==> src/rtl/non_blocking.sv <==
// non_blocking: self-running demonstrator of register update semantics.
//   a/b         - swap pair, exchange values every rising edge (anti-phase
//                 toggle when A_INIT != B_INIT)
//   a_blk/b_blk - pair modelling sequential (blocking-style) assignment:
//                 both collapse to the old b_blk value after one edge
//   pipe_out    - a delayed by DEPTH edges through a zero-reset shift chain
//   swap_cnt    - free-running edge counter since reset, wraps
//   equal       - combinational a == b
// Ports: clk (rising edge), rst_n (async, active low), outputs as above.
module non_blocking #(
    parameter logic A_INIT = 1'b0,
    parameter logic B_INIT = 1'b1,
    parameter int   CNT_W  = 8,
    parameter int   DEPTH  = 3
) (
    input  logic             clk,
    input  logic             rst_n,
    output logic             a,
    output logic             b,
    output logic             a_blk,
    output logic             b_blk,
    output logic             pipe_out,
    output logic [CNT_W-1:0] swap_cnt,
    output logic             equal
);

    logic [DEPTH-1:0] stage;

    // Swap pair: both right-hand sides read pre-edge values.
    always_ff @(posedge clk or negedge rst_n) begin
        if (!rst_n) begin
            a <= A_INIT;
            b <= B_INIT;
        end else begin
            a <= b;
            b <= a;
        end
    end

    // Blocking model: the second assignment sees the first one's result,
    // so both registers take the old b_blk.
    always_ff @(posedge clk or negedge rst_n) begin
        if (!rst_n) begin
            a_blk <= A_INIT;
            b_blk <= B_INIT;
        end else begin
            a_blk <= b_blk;
            b_blk <= b_blk;
        end
    end

    // Delay chain fed by the pre-edge value of a.
    always_ff @(posedge clk or negedge rst_n) begin
        if (!rst_n) begin
            stage <= '0;
        end else begin
            stage[0] <= a;
            for (int i = 1; i < DEPTH; i++) stage[i] <= stage[i-1];
        end
    end

    assign pipe_out = stage[DEPTH-1];

    // Wraps naturally at 2^CNT_W.
    always_ff @(posedge clk or negedge rst_n) begin
        if (!rst_n) swap_cnt <= '0;
        else        swap_cnt <= swap_cnt + 1'b1;
    end

    assign equal = (a == b);

endmodule

==> config.mk <==
export PLATFORM = sky130hd
export DESIGN_NAME = non_blocking
export DESIGN_NICKNAME = d
export VERILOG_FILES = /design/src/rtl/non_blocking.sv
export SDC_FILE = /design/constraint.sdc
export NUM_CORES = 1
export LEC_CHECK = 0
export ABC_CLOCK_PERIOD_IN_PS = 2400
export CAP_MARGIN = 10
export CELL_PAD_IN_SITES_DETAIL_PLACEMENT = 0
export CELL_PAD_IN_SITES_GLOBAL_PLACEMENT = 1
export CORE_MARGIN = 2
export CORE_UTILIZATION = 35
export DETAILED_ROUTE_END_ITERATION = 6
export GPL_ROUTABILITY_DRIVEN = 0
export PLACE_DENSITY_LB_ADDON = 0.1
export SETUP_SLACK_MARGIN = 0.05
export SLEW_MARGIN = 40
export SYNTH_ARGS = -nofsm -noshare
export SYNTH_HDL_FRONTEND = slang
export SYNTH_SLANG_ARGS = --single-unit
==> constraint.sdc <==
create_clock -name clk -period 2.4 [get_ports clk]
set_input_delay 0.48 -clock clk [delete_from_list [all_inputs] [get_ports clk]]
set_output_delay 0.48 -clock clk [all_outputs]
set_load 0.02 [all_outputs]
; ---- Yosys cells after proc, flatten, opt, wreduce, memory -nomap -nowiden
; Index checks and enable logic that the tools add are counted.
[word_totals]
reg_bits = 14
latch_bits = 0
mem_bits_rw = 0
romBits = 0
inputBits = 2
output_inout_bits = 14
elab_cells = 7
memories = 0
[op_classes]
addsub = 1
mul = 0
n_div = 0
n_lt_le_gt_ge = 0
eq_ne = 1
n_shift = 0
muxes = 0
n_bitwise = 0
reduce_logical = 0
[op_table]
columns = cell, count
row1 = $add A8 B1 Y8 const B, 1
row2 = $eq A1 B1 Y1, 1

; ---- Depth between registers and ports, before layout
[depth]
ltp_word = 1
mapped_depth = 3
mapped_depth_nobuf = 3

; ---- Worst setup path before layout
; No wires, ideal clock.
[synth_path]
path_kind = register to output
from = reg a
to = out equal
t_arrival_ps = 876
t_required_ps = 1920
slack_ps = 1044
path_stages_with_launch = 2
n_path_buf = 0
path_cell_list = dfrtp_1 -> xnor2_1
[synth_between]
elab_chain_cells = 1
[synth_lines]
columns = item, line_no
row1 = "start, declared", 18  ; output logic a,
row2 = "start signal, assigned", 32  ; a <= A_INIT;
row3 = "start signal, assigned", 35  ; a <= b;
row4 = $eq A1 B1 Y1, 70  ; assign equal = (a == b);
row5 = "end, declared", 24  ; output logic equal
; Every way passes these cells.

; ---- Final worst setup path
[layout_path]
from = reg b
to = out equal
[layout_between]
elab_chain_cells = 1
[layout_lines]
columns = item, line_no
row1 = "start, declared", 19  ; output logic b,
row2 = "start signal, assigned", 33  ; b <= B_INIT;
row3 = "start signal, assigned", 36  ; b <= a;
row4 = $eq A1 B1 Y1, 70
; Every way passes these cells.

==> Flow_metrics.wiki <==
{| class="wikitable"
! Metric !! Value
|-
| Post-CTS resize count || 0
|-
| Slew of the pin with the lowest slew margin || ~590 ps
|-
| Worst endpoint required time || between 1500 and 2000 ps
|-
| Flip-flop cell with the highest count after synthesis || sky130_fd_sc_hd__dfrtp_1
|-
| Slowest-stage cell, CP || sky130_fd_sc_hd__clkdlybuf4s50_1
|-
| Reg-to-Reg End || swap_cnt[7]
|-
| Worst path cell trace || xnor2_1, clkdlybuf4s50_1
|-
| GRT Util Overall || 11.2%
|-
| Detailed-routing iteration count for the pre-antenna-repair pass || 2
|-
| Worst Path Arrival || 1580 ps
|-
| DP HPWL || 586 um
|-
| Share of layout cells above drive strength 1 || 13.7%
|-
| R2r worst-path depth || 3
|-
| Cell area reported after detailed placement || 643 um2
|-
| Area added between synthesis and finish || 39.2%
|-
| Pin count of the biggest net entering global routing || 15
|-
| Critical Path Source Type || flop
|-
| Clock network fraction of design power || between 30% and 40%
|-
| Wire length of the first global-routing pass || 1.18 mm
|-
| Number of warnings printed during yosys synthesis || 0
|-
| # Max-Cap Violations || 0
|-
| Register clock-pin slew on the reported worst setup and hold paths || 80 ps
|-
| Buffer cell driving the clock tree root || sky130_fd_sc_hd__clkbuf_4
|-
| Site row count || 13
|-
| Via count of the first global-routing pass || about 280
|-
| Starting density of the core || 37.5%
|-
| Nature of the critical path endpoint || output port
|-
| Slew HR || 60.4%
|-
| CP max FO || 3
|-
| DR vias || between 200 and 300
|-
| Post-synth cell types || 14
|-
| Residual antenna-violating net count after detailed routing || 0
|-
| Internal reg-to-reg setup slack || 1370 ps
|-
| H-tree depth reported by CTS || 1
|-
| Startpoint of the worst setup timing path || b
|-
| Synthesized area per cell || 14.8 um2
|-
| Count of final setup violators || 0
|-
| Leakage power || 0.309 nW
|-
| Antenna Cells || 0
|-
| Post-Syn Instances || 33
|-
| Switching Fraction || a little under a fifth
|-
| Post-route clock skew || 2.72 ps
|-
| Class of the most critical setup path || reg -> out
|-
| Initial antenna violation count || 0
|-
| Number of sinks on the clock net || 14
|-
| Number of synthesized flops with an enable pin || 0
|-
| Part of the power in registers || about 58%
|-
| Type of the tightest min-delay check || reg -> reg
|-
| Die Outline Area || 1710 um2
|-
| Depth of the worst hold-timing path || 0
|-
| Net switching component of the power || 78.4 uW
|-
| Die span in y || 41.3 um
|-
| Detailed Route Iter0 Violations || 1
|-
| Final critical-path share of the clock period || 85.8%
|-
| Final-report max-slew violation count || 0
|-
| Most frequent cells after synthesis || sky130_fd_sc_hd__dfrtp_1, sky130_fd_sc_hd__xnor2_1, sky130_fd_sc_hd__xor2_1
|-
| Sum of negative setup slack || 0 ps
|-
| Top Ports || 16
|-
| Hold EP || stage[2]
|-
| Worst min-delay path startpoint || stage[1]
|-
| Detail-routed via count per cell || 4.39
|-
| Result of the run || finished clean
|-
| RSZ-0062 raised after global routing || no
|-
| Area share of the largest cell type after synthesis || 66.7%
|-
| Library cell with the highest instance count after synthesis || sky130_fd_sc_hd__dfrtp_1
|-
| Total internal power || 332 uW
|-
| Final Util || 52.2%
|-
| Fraction of registers with async set/reset || 100%
|-
| Areal power density over the cells || 603 nW/um2
|-
| Highest clock rate || 485 MHz
|-
| Cell types with the largest area share after synthesis || sky130_fd_sc_hd__dfrtp_1, sky130_fd_sc_hd__xnor2_1, sky130_fd_sc_hd__dfstp_2
|-
| Number of buffers added by the clock tree synthesis step || 3
|-
| Fill cell count || 120
|-
| Largest buffer count on any clock path || 2
|-
| Stage delay of the slowest cell on the critical path || 630 ps
|-
| Postcts setup bufs || 0
|-
| Post-route cell area || roughly 680 um2
|-
| Final WL || 761 um
|-
| FF-to-FF Start || swap_cnt[2]
|-
| Post-detailed-route wirelength per cell || roughly 12 um
|-
| Tot Pwr || 410 uW
|-
| CTS tree || yes
|-
| Top cell type by total area after synthesis || sky130_fd_sc_hd__dfrtp_1
|-
| Final worst path period need || 2060 ps
|-
| Clock insertion delay at the later pin of the skew report || 270 ps
|-
| Number of buffer cells added on primary ports || 14
|-
| Overflow left after global routing || 0
|-
| Post-cts hold buffer count || 0
|-
| Drc violations || 0
|-
| Die outline width || 41.3 um
|-
| Part of the Yosys area used for sequential elements || 72.1%
|-
| Worst-case vdd ir drop || 250 uV
|-
| Synthesized area || 488 um2
|-
| Placeable core region || 1300 um2
|-
| Nets@finish || 55
|-
| Final Hold Violating Endpoints || 0
|-
| Portion of total power attributed to combinational logic || roughly 2.5%
|-
| Seq cells post-synth || 14
|}
## per-layer routing
| layer | GRT usage, % | up-vias | wire length [um] |
|---|---|---|---|
| li1 | - | 138 | - |
| met1 | 14.4 | 142 | 317 |
| met2 | 16.4 | 10 | 393 |
| met3 | 3.19 | 0 | 50 |
| met4 | 7.26 | 0 | 0 |
| met5 | 0 | - | 0 |
## cell type report
class                           count  area [um2]  share of cell area [%]
Clock buffer                        4        36.3                    5.34
Inverter                            1        3.75                   0.552
Multi-Input combinational cell     18         129                    19.0
Sequential cell                    14         352                    51.7
Tap cell                           15        18.8                    2.76
Timing Repair Buffer               14         140                    20.6
## critical path: cells and delay by family, from the launching register on
| kind | cells | cell delay, ps |
|---|---|---|
| buffers and inverters | 1 | 630 |
| DFF | 1 | 560 |
| xor gates and xnor gates | 1 | 120 |
## stage by stage
step,instances,setup WS (ps),hold WS (ps)
after floorplan,34,1040,184
after global placement,62,668,332
after detailed placement,62,624,343
after CTS,66,312,361
after global routing,66,288,366
final,66,340,358
## logic make-up after synthesis
group	after synthesis	synth area share [%]
xor gates and xnor gates	7	12.6
DFF	14	72.1
buffers and inverters	2	2.31
and+or+nand+nor	8	9.74
other	1	0.768
adders and majority gates	1	2.56
## state kept, by name, indices dropped and copies added, names as in the netlist
| signal | flops |
|---|---|
| swap_cnt | 8 |
| stage | 3 |
| a | 1 |
| a_blk | 1 |
| b | 1 |
## power groups by stage
stage / Sequential, mW / Clock, mW / Combinational [mW]
after detailed placement: 0.241 / 0 / 0.0105
after global routing: 0.237 / 0.181 / 0.0112
after floorplan: 0.243 / 0 / 0.00274
after global placement: 0.241 / 0 / 0.0101
final: 0.237 / 0.163 / 0.0100
after CTS: 0.237 / 0.171 / 0.0105
## placed cells by master (no fill, tap or decap)
cell,netlist,final
sky130_fd_sc_hd__and3_1,1,1
sky130_fd_sc_hd__clkbuf_4,0,3
sky130_fd_sc_hd__clkbuf_8,0,1
sky130_fd_sc_hd__clkdlybuf4s50_1,0,14
sky130_fd_sc_hd__conb_1,1,2
sky130_fd_sc_hd__dfrtp_1,13,13
sky130_fd_sc_hd__dfstp_2,1,1
sky130_fd_sc_hd__ha_1,1,1
sky130_fd_sc_hd__inv_1,1,1
sky130_fd_sc_hd__nand2_1,2,2
sky130_fd_sc_hd__nand3_1,2,2
sky130_fd_sc_hd__nand3_2,1,1
sky130_fd_sc_hd__nor2_1,1,1
sky130_fd_sc_hd__nor3_2,1,1
sky130_fd_sc_hd__xnor2_1,4,4
sky130_fd_sc_hd__xor2_1,3,3
## how the worst max path moves through the flow
| stage | endpoint | slack, ps |
|---|---|---|
| 2_1_floorplan | equal | 1040 |
| 3_3_place_gp | equal | 670 |
| 3_5_place_dp | equal | 620 |
| 4_1_cts | equal | 310 |
| 5_1_grt | equal | 290 |
| 6_report | equal | 340 |
(Power assumes the default switching activity.)
